--- src/rtl/matrix_result_reader.sv ---
// Drains the A x C result RAM in row-major order into a valid/ready stream of tagged beats.
// Latency: start edge N -> address 0 after N, first out_valid after N+2; full rate with out_ready high; optional MATRIX_RESULT_READER_CHECKSUM_EN.
module matrix_result_reader #(
    parameter int A        = 16,
    parameter int C        = 24,
    parameter int OUT_BITS = 32
) (
    input  logic                         clk,
    input  logic                         rst,
    input  logic                         start,
    output logic [$clog2(A*C)-1:0]       m3_rd_addr,
    input  logic [OUT_BITS-1:0]          m3_rd_data,
    output logic [OUT_BITS-1:0]          out_data,
    output logic [$clog2(A)-1:0]         out_row,
    output logic [$clog2(C)-1:0]         out_col,
    output logic                         out_last,
    output logic                         out_valid,
    input  logic                         out_ready,
    output logic                         busy,
    output logic                         done,
    output logic [OUT_BITS-1:0]          checksum
);
    localparam int M3_L = A * C;
    localparam int AW   = $clog2(M3_L);
    localparam int RW   = $clog2(A);
    localparam int CW   = $clog2(C);

    typedef enum logic [1:0] {IDLE, READ, DRAIN, DONE} state_t;

    state_t                state_q;
    logic [AW-1:0]         cnt_q, addr_q;
    logic [RW-1:0]         row_q, tag_row_q;
    logic [CW-1:0]         col_q, tag_col_q;
    logic                  tag_last_q, inflight_q;
    logic                  busy_q, done_q;
    logic [1:0]            occ_q;
    logic [OUT_BITS-1:0]   h_data_q, s_data_q;
    logic [RW-1:0]         h_row_q, s_row_q;
    logic [CW-1:0]         h_col_q, s_col_q;
    logic                  h_last_q, s_last_q;

    logic                  pop, push, issue, issue_last, start_acc;
    logic [2:0]            credit_use_d, credit_lim_d;

    assign pop          = out_valid & out_ready;
    assign push         = inflight_q;
    // occ + inflight - pop < 2, rearranged to stay unsigned
    assign credit_use_d = {1'b0, occ_q} + {2'b00, inflight_q};
    assign credit_lim_d = 3'd2 + {2'b00, pop};
    assign issue        = (state_q == READ) && (credit_use_d < credit_lim_d);
    assign issue_last   = (cnt_q == AW'(M3_L - 1));
    assign start_acc    = start && ((state_q == IDLE) || (state_q == DONE));

    assign m3_rd_addr = issue ? cnt_q : addr_q;
    assign out_valid  = (occ_q != 2'd0);
    assign out_data   = h_data_q;
    assign out_row    = h_row_q;
    assign out_col    = h_col_q;
    assign out_last   = h_last_q;
    assign busy       = busy_q;
    assign done       = done_q;

    always_ff @(posedge clk) begin
        if (rst) begin
            state_q    <= IDLE;
            busy_q     <= 1'b0;
            done_q     <= 1'b0;
            cnt_q      <= '0;
            row_q      <= '0;
            col_q      <= '0;
            addr_q     <= '0;
            inflight_q <= 1'b0;
            tag_row_q  <= '0;
            tag_col_q  <= '0;
            tag_last_q <= 1'b0;
        end else begin
            inflight_q <= issue;
            if (issue) begin
                addr_q     <= cnt_q;
                tag_row_q  <= row_q;
                tag_col_q  <= col_q;
                tag_last_q <= issue_last;
                cnt_q      <= cnt_q + 1'b1;
                if (col_q == CW'(C - 1)) begin
                    col_q <= '0;
                    if (!issue_last) row_q <= row_q + 1'b1;
                end else begin
                    col_q <= col_q + 1'b1;
                end
            end
            case (state_q)
                IDLE, DONE: if (start) begin
                    state_q <= READ;
                    busy_q  <= 1'b1;
                    done_q  <= 1'b0;
                    cnt_q   <= '0;
                    row_q   <= '0;
                    col_q   <= '0;
                end
                READ: if (issue && issue_last) state_q <= DRAIN;
                DRAIN: if (occ_q == 2'd0 && !inflight_q) begin
                    state_q <= DONE;
                    busy_q  <= 1'b0;
                    done_q  <= 1'b1;
                end
                default: state_q <= IDLE;
            endcase
        end
    end

    // Two-entry skid buffer; head entry drives the outputs directly
    always_ff @(posedge clk) begin
        if (rst) begin
            occ_q    <= 2'd0;
            h_data_q <= '0;
            h_row_q  <= '0;
            h_col_q  <= '0;
            h_last_q <= 1'b0;
            s_data_q <= '0;
            s_row_q  <= '0;
            s_col_q  <= '0;
            s_last_q <= 1'b0;
        end else begin
            case ({push, pop})
                2'b10: begin
                    if (occ_q == 2'd0) begin
                        h_data_q <= m3_rd_data;
                        h_row_q  <= tag_row_q;
                        h_col_q  <= tag_col_q;
                        h_last_q <= tag_last_q;
                    end else begin
                        s_data_q <= m3_rd_data;
                        s_row_q  <= tag_row_q;
                        s_col_q  <= tag_col_q;
                        s_last_q <= tag_last_q;
                    end
                    occ_q <= occ_q + 1'b1;
                end
                2'b01: begin
                    h_data_q <= s_data_q;
                    h_row_q  <= s_row_q;
                    h_col_q  <= s_col_q;
                    h_last_q <= s_last_q;
                    occ_q    <= occ_q - 1'b1;
                end
                2'b11: begin
                    if (occ_q == 2'd1) begin
                        h_data_q <= m3_rd_data;
                        h_row_q  <= tag_row_q;
                        h_col_q  <= tag_col_q;
                        h_last_q <= tag_last_q;
                    end else begin
                        h_data_q <= s_data_q;
                        h_row_q  <= s_row_q;
                        h_col_q  <= s_col_q;
                        h_last_q <= s_last_q;
                        s_data_q <= m3_rd_data;
                        s_row_q  <= tag_row_q;
                        s_col_q  <= tag_col_q;
                        s_last_q <= tag_last_q;
                    end
                end
                default: ;
            endcase
        end
    end

`ifdef MATRIX_RESULT_READER_CHECKSUM_EN
    logic [OUT_BITS-1:0] checksum_q;
    always_ff @(posedge clk) begin
        if (rst)            checksum_q <= '0;
        else if (start_acc) checksum_q <= '0;
        else if (pop)       checksum_q <= checksum_q + h_data_q;
    end
    assign checksum = checksum_q;
`else
    logic unused_start_acc;
    assign unused_start_acc = start_acc;
    assign checksum         = '0;
`endif

endmodule

--- config.mk ---
export PLATFORM = sky130hd
export DESIGN_NAME = matrix_result_reader
export DESIGN_NICKNAME = d
export VERILOG_FILES = /design/src/rtl/matrix_result_reader.sv
export SDC_FILE = /design/constraint.sdc
export NUM_CORES = 1
export LEC_CHECK = 0
export ABC_AREA = 1
export CAP_MARGIN = 5
export CORE_MARGIN = 2
export CORE_UTILIZATION = 55
export CTS_CLUSTER_DIAMETER = 100
export DETAILED_ROUTE_END_ITERATION = 12
export PLACE_DENSITY = 0.93
export SLEW_MARGIN = 0
export SYNTH_ARGS = -nofsm -noshare
export SYNTH_HDL_FRONTEND = slang
export SYNTH_SLANG_ARGS = --single-unit
--- constraint.sdc ---
create_clock -name clk -period 3 [get_ports clk]
set_input_delay 0.3 -clock clk [delete_from_list [all_inputs] [get_ports clk]]
set_output_delay 0.3 -clock clk [all_outputs]
set_load 0.1 [all_outputs]
==> results of run 1 <==
Yosys cell counts, types with 7 or more instances:
cell,n,share of area (%)
nand2_1,40,2.5
buf_6,7,1.3
nand3_1,83,6.9
clkbuf_1,16,1.0
inv_1,77,4.8
a21oi_1,32,2.7
buf_2,21,1.8
o211ai_1,36,4.5
dfxtp_1,128,43
ha_1,13,2.7
o21ai_0,109,9.1
buf_4,33,4.1
inv_2,8,0.50
nor2_1,99,6.2
worst max-delay path, stage by stage (launching register included):
cell,delay [ns]
dfxtp_1,0.35
ha_1,0.21
ha_1,0.35
nand2_4,0.12
nand2_4,0.24
o21ai_0,0.38
inv_1,0.13
buf_12,0.18
through the flow:
stage	hold slack [ns]	setup slack [ns]
after CTS	0.440	0.119
after floorplan	0.440	0.376
final	0.450	0.191
after global routing	0.464	0.0208
after global placement	0.435	0.673
after detailed placement	0.446	0.563
registers in the layout, summed over array words and instances (netlist names):
signal,cells
out_data,32
s_data_q,32
addr_q,9
cnt_q,9
col_q,5
out_col,5
s_col_q,5
tag_col_q,5
out_row,4
row_q,4
s_row_q,4
tag_row_q,4
occ_q,2
state_q,2
busy,1
done,1
inflight_q,1
out_last,1
s_last_q,1
tag_last_q,1
routing by layer:
metal  global-route usage, %  wire length, um  part of all wire (%)  vias to the layer above
met2                    41.8             7230                    51                      203
li1                        -                -                     -                     2616
met5                       0                0                     0                        -
met4                    9.89              180                   1.3                        0
met1                    29.8             5790                    41                     2480
met3                    6.15              927                   6.6                       20
area by class of cell:
type                       instances  area [um2]
clock buffer                      17         414
clock inverter                    15         188
fill                             807        3320
inverter                          86         325
multi-input combinational        502        2690
sequential                       128        2560
tap                              140         175
timing repair buffer             104        1080
path summary, 6_finish.rpt:
path,startpoint,to,slack [ns]
max,inflight_q$_SDFF_PP0_,m3_rd_addr[2],0.19
min,m3_rd_data[22],s_data_q[22]$_SDFFE_PP0P_,0.45
max reg2reg,occ_q[0]$_SDFFE_PP0P_,s_data_q[21]$_SDFFE_PP0P_,0.59
min reg2reg,busy$_SDFFE_PP0P_,busy$_SDFFE_PP0P_,0.46
cells by family (layout without fill, tap and decap cells):
logic type	Yosys count	after routing	share of synthesized area, %
and+or+nand+nor	252	252	19.8
AOI/OAI and AO/OA	198	198	19.3
buffers and inverters	168	222	14.3
DFF	128	128	42.8
adders and majority gates	13	13	2.72
xor gates and xnor gates	7	7	1.02
other	1	32	0.0627
==> flow_metrics.py, run 1 <==
metrics = {
    "worst_setup_path": {
        "cp-start-kind": "register",
        "worst-r2r-cell-count": 15,
        "required_ns": 2.70,
        "worstPathMaxFanout": 38,
        "path_class": "reg -> out",
        "cp-end-kind": "primary output",
        "cp.arrival_ns": 2.51,
    },
    "placement": {
        "dpl.hpwl_mm": 8.73,
        "routabilityCongestion": 0.806,
        "port_buffers": 89,
        "placed_cells": 956,
        "place_area_um2": 6800,
    },
    "detailed_routing": {
        "drt_iter0_drc": 325,
        "wirelength_mm": 14.1,
        "drc_errors": 0,
        "first_pass_iters": 5,
        "wl_per_cell_um": 14.2,
        "ant_nets": 0,
        "viasPerCell": 5.36,
        "vias": 5319,
    },
    "timing": {
        "worst_pin_slew_ns": 0.985,
        "finalSetupViolCount": 0,
        "maxSlewViolCount": 0,
        "slew_headroom_pct": 34.1,
        "fmax_mhz": 356,
        "hold_viol_final": 0,
        "rsz0062_at_grt": "false",
        "period_share_pct": 93.6,
        "period_minus_slack_ns": 2.81,
        "clock_skew_ns": 0.00608,
        "setup_tns_ns": 0,
    },
    "clock_network": {
        "clkTransAtPathRegs_ns": 0.07,
        "tritoncts": "built",
        "clock_latency_ns": 0.52,
        "cts.repair.resized": 0,
        "root_buffer": "clkbuf_8",
        "post_cts.repair.setup_buffers": 0,
        "cts_buffers": 17,
        "htreeDepth": 4,
        "cts_hold_buf": 0,
        "clock_tree.buffer_depth": 2,
        "numClockSinks": 128,
    },
    "synthesis": {
        "synth_ff_type": "dfxtp_1",
        "syn_area_um2": 5980,
        "yosys_warnings": 0,
        "synth_seq_area_share_pct": 42.8,
        "ys_ff_latch": 128,
        "avgSynthCellArea_um2": 7.80,
        "netlist_instances": 767,
        "ys_types": 41,
        "async_flop_share_pct": 0,
        "synth-edff-count": 0,
    },
    "layout": {
        "final_cells": 992,
        "layout_common_cells": "128 x dfxtp_1, 109 x o21ai_0, 99 x nor2_1",
        "fin_nets": 888,
        "drive_gt1_share_pct": 13.3,
        "final_area_um2": 7430,
        "fin_util_pct": 69.1,
        "final_common_cell": "dfxtp_1",
        "antennaDiodeCount": 0,
        "syn_to_final_growth_pct": 24.2,
    },
    "floorplan": {
        "dieArea_um2": 11700,
        "core_um2": 10700,
        "rows": 38,
        "start_util_pct": 55.7,
        "die_w_um": 108,
        "dieHeight_um": 108,
        "io-pin-count": 122,
    },
    "global_routing": {
        "grt_max_degree": 54,
        "grt_remaining_overflow": 0,
        "grt_pass1_wl_mm": 23.3,
        "grt.total_usage_pct": 24.6,
        "grt_pass1_vias": 5124,
        "antenna_found_initial": 0,
    },
    "worst_hold_path": {
        "holdPathStages": 3,
        "hp-class": "in -> reg",
    },
    "outcome": {
        "status": "finished, final reports clean",
    },
    "job": {
        "cap_violations": 0,
    },
}
Power of run 1 is left out: the tool's default activity adds up to more than one toggle a clock period on the data nets, which glitch-free logic cannot reach.
==> run 2: changes to the inputs <==
--- a/config.mk
+++ b/config.mk
@@ -12,6 +12,7 @@
 export CTS_CLUSTER_DIAMETER = 100
 export DETAILED_ROUTE_END_ITERATION = 12
 export PLACE_DENSITY = 0.93
+export SETUP_SLACK_MARGIN = 0.15
 export SLEW_MARGIN = 0
 export SYNTH_ARGS = -nofsm -noshare
 export SYNTH_HDL_FRONTEND = slang
==> flow_metrics.py, run 2 (same netlist as run 1, synthesis figures left out) <==
metrics = {
    "outcome": {
        "status": "finished, final reports clean",
    },
    "layout": {
        "syn_to_final_growth_pct": 24.2,
        "antennaDiodeCount": 0,
        "final_common_cell": "dfxtp_1",
        "drive_gt1_share_pct": 13.2,
        "fin_nets": 887,
        "final_cells": 991,
        "layout_common_cells": "128 x dfxtp_1, 103 x o21ai_0, 99 x nor2_1",
    },
    "detailed_routing": {
        "viasPerCell": 5.40,
        "drt_iter0_drc": 310,
        "drc_errors": 0,
        "wirelength_mm": 14.1,
        "first_pass_iters": 5,
        "vias": 5356,
        "ant_nets": 0,
        "wl_per_cell_um": 14.3,
    },
    "worst_setup_path": {
        "path_class": "reg -> out",
        "cp-end-kind": "primary output",
        "reg2reg_setup_slack_ns": 0.58,
        "required_ns": 2.70,
        "cp-start-kind": "register",
        "worstPathMaxFanout": 9,
        "worst-r2r-cell-count": 15,
        "crit_chain": "ha_1 > ha_1 > nor2_8 > inv_2 > a21oi_4 > buf_4 > nand2_1 > nand2_1 > buf_12",
        "crit-reg2reg-launch": "occ_q[0]$_SDFFE_PP0P_",
        "cpPeakStageDelay_ns": 0.36,
        "rr_endpoint": "s_data_q[21]$_SDFFE_PP0P_",
        "slowest_stage": "dfxtp_1",
        "cp.arrival_ns": 2.35,
    },
    "floorplan": {
        "dieHeight_um": 108,
        "io-pin-count": 122,
        "die_w_um": 108,
        "core_um2": 10700,
        "start_util_pct": 55.7,
        "rows": 38,
        "dieArea_um2": 11700,
    },
    "clock_network": {
        "tritoncts": "built",
        "root_buffer": "clkbuf_8",
        "htreeDepth": 4,
        "cts_hold_buf": 0,
        "clock_tree.buffer_depth": 2,
        "clkTransAtPathRegs_ns": 0.06,
        "cts_buffers": 17,
        "numClockSinks": 128,
        "clock_latency_ns": 0.52,
    },
    "global_routing": {
        "grt_pass1_vias": 5152,
        "grt_pass1_wl_mm": 23.3,
        "grt.total_usage_pct": 24.6,
        "grt_max_degree": 54,
        "antenna_found_initial": 0,
        "grt_remaining_overflow": 0,
    },
    "timing": {
        "hold_viol_final": 0,
        "setup_tns_ns": 0,
        "fmax_mhz": 377,
        "slew_headroom_pct": 33.9,
        "clock_skew_ns": 0.0100,
        "maxSlewViolCount": 0,
        "period_minus_slack_ns": 2.65,
        "worst_pin_slew_ns": 0.989,
        "rsz0062_at_grt": "false",
        "period_share_pct": 88.5,
        "finalSetupViolCount": 0,
    },
    "job": {
        "cap_violations": 0,
    },
    "placement": {
        "port_buffers": 89,
        "placed_cells": 956,
        "dpl.hpwl_mm": 8.73,
        "routabilityCongestion": 0.806,
    },
    "worst_hold_path": {
        "hp-class": "in -> reg",
        "holdPathStages": 3,
        "min_from": "m3_rd_data[18]",
        "whs_endpoint": "s_data_q[18]$_SDFFE_PP0P_",
    },
}
## run 2: changes by cell type in the layout (fill, tap and decap cells not counted)
cell / delta
o21ai_0: -6
o21ai_1: +6
buf_4: -1
nand2_4: -1
nand2_8: +1
## run 2: cell type report
class                           count  area (um2)
Multi-Input combinational cell    502        2700
Inverter                           86         325
Clock inverter                     15         188
Timing Repair Buffer              103        1070
Fill cell                         802        3310
Tap cell                          140         175
Sequential cell                   128        2560
Clock buffer                       17         414
## run 2: per-stage QoR
stage / utilization [%] / worst slack [ns] / hold WS, ns / area (um2)
global route: 69.2 / 0.224 / 0.464 / 7430
global placement: 63.3 / 0.673 / 0.435 / 6800
finish: 69.2 / 0.346 / 0.453 / 7430
detailed placement: 63.3 / 0.563 / 0.446 / 6800
floorplan: - / 0.376 / 0.440 / 6100
CTS: 69.1 / 0.161 / 0.440 / 7420
## run 2: routing by layer
layer  vias to the layer above  routed length (um)  part of all wire, %  GRT usage (%)
met2                       216                7190                   51           42.1
met5                         -                   0                    0              0
met4                         0                 208                  1.5           9.80
met3                        24                 959                  6.8           6.15
li1                       2613                   -                    -              -
met1                      2503                5770                   41           29.7
## run 2: worst max-delay path by stage
stage,startpoint,endpoint,slack [ns],depth (start not counted)
2_1_floorplan,occ_q[0]$_SDFFE_PP0P_,m3_rd_addr[0],0.38,9
4_1_cts,inflight_q$_SDFF_PP0_,m3_rd_addr[2],0.16,7
3_3_place_gp,out_ready,out_row[0]$_SDFFE_PP0P_,0.67,12
3_5_place_dp,out_ready,s_data_q[26]$_SDFFE_PP0P_,0.56,13
5_1_grt,inflight_q$_SDFF_PP0_,m3_rd_addr[2],0.22,9
6_report,inflight_q$_SDFF_PP0_,m3_rd_addr[5],0.35,9
## run 2: critical path: cells and delay by family, from the launching register on
family	cells	cell delay [ns]
compound gates	1	0.21
fa+ha+maj	2	0.47
buf+inv	3	0.40
flops	1	0.36
simple gates	3	0.40
## run 2: what timing repair did
item / in CTS / in global routing
pin swaps: 0 / 0
setup endpoints to repair: 4 / 7
gates resized for setup: 0 / 7
buffers inserted: 3 / 0
Power of run 2 is left out for the same reason.
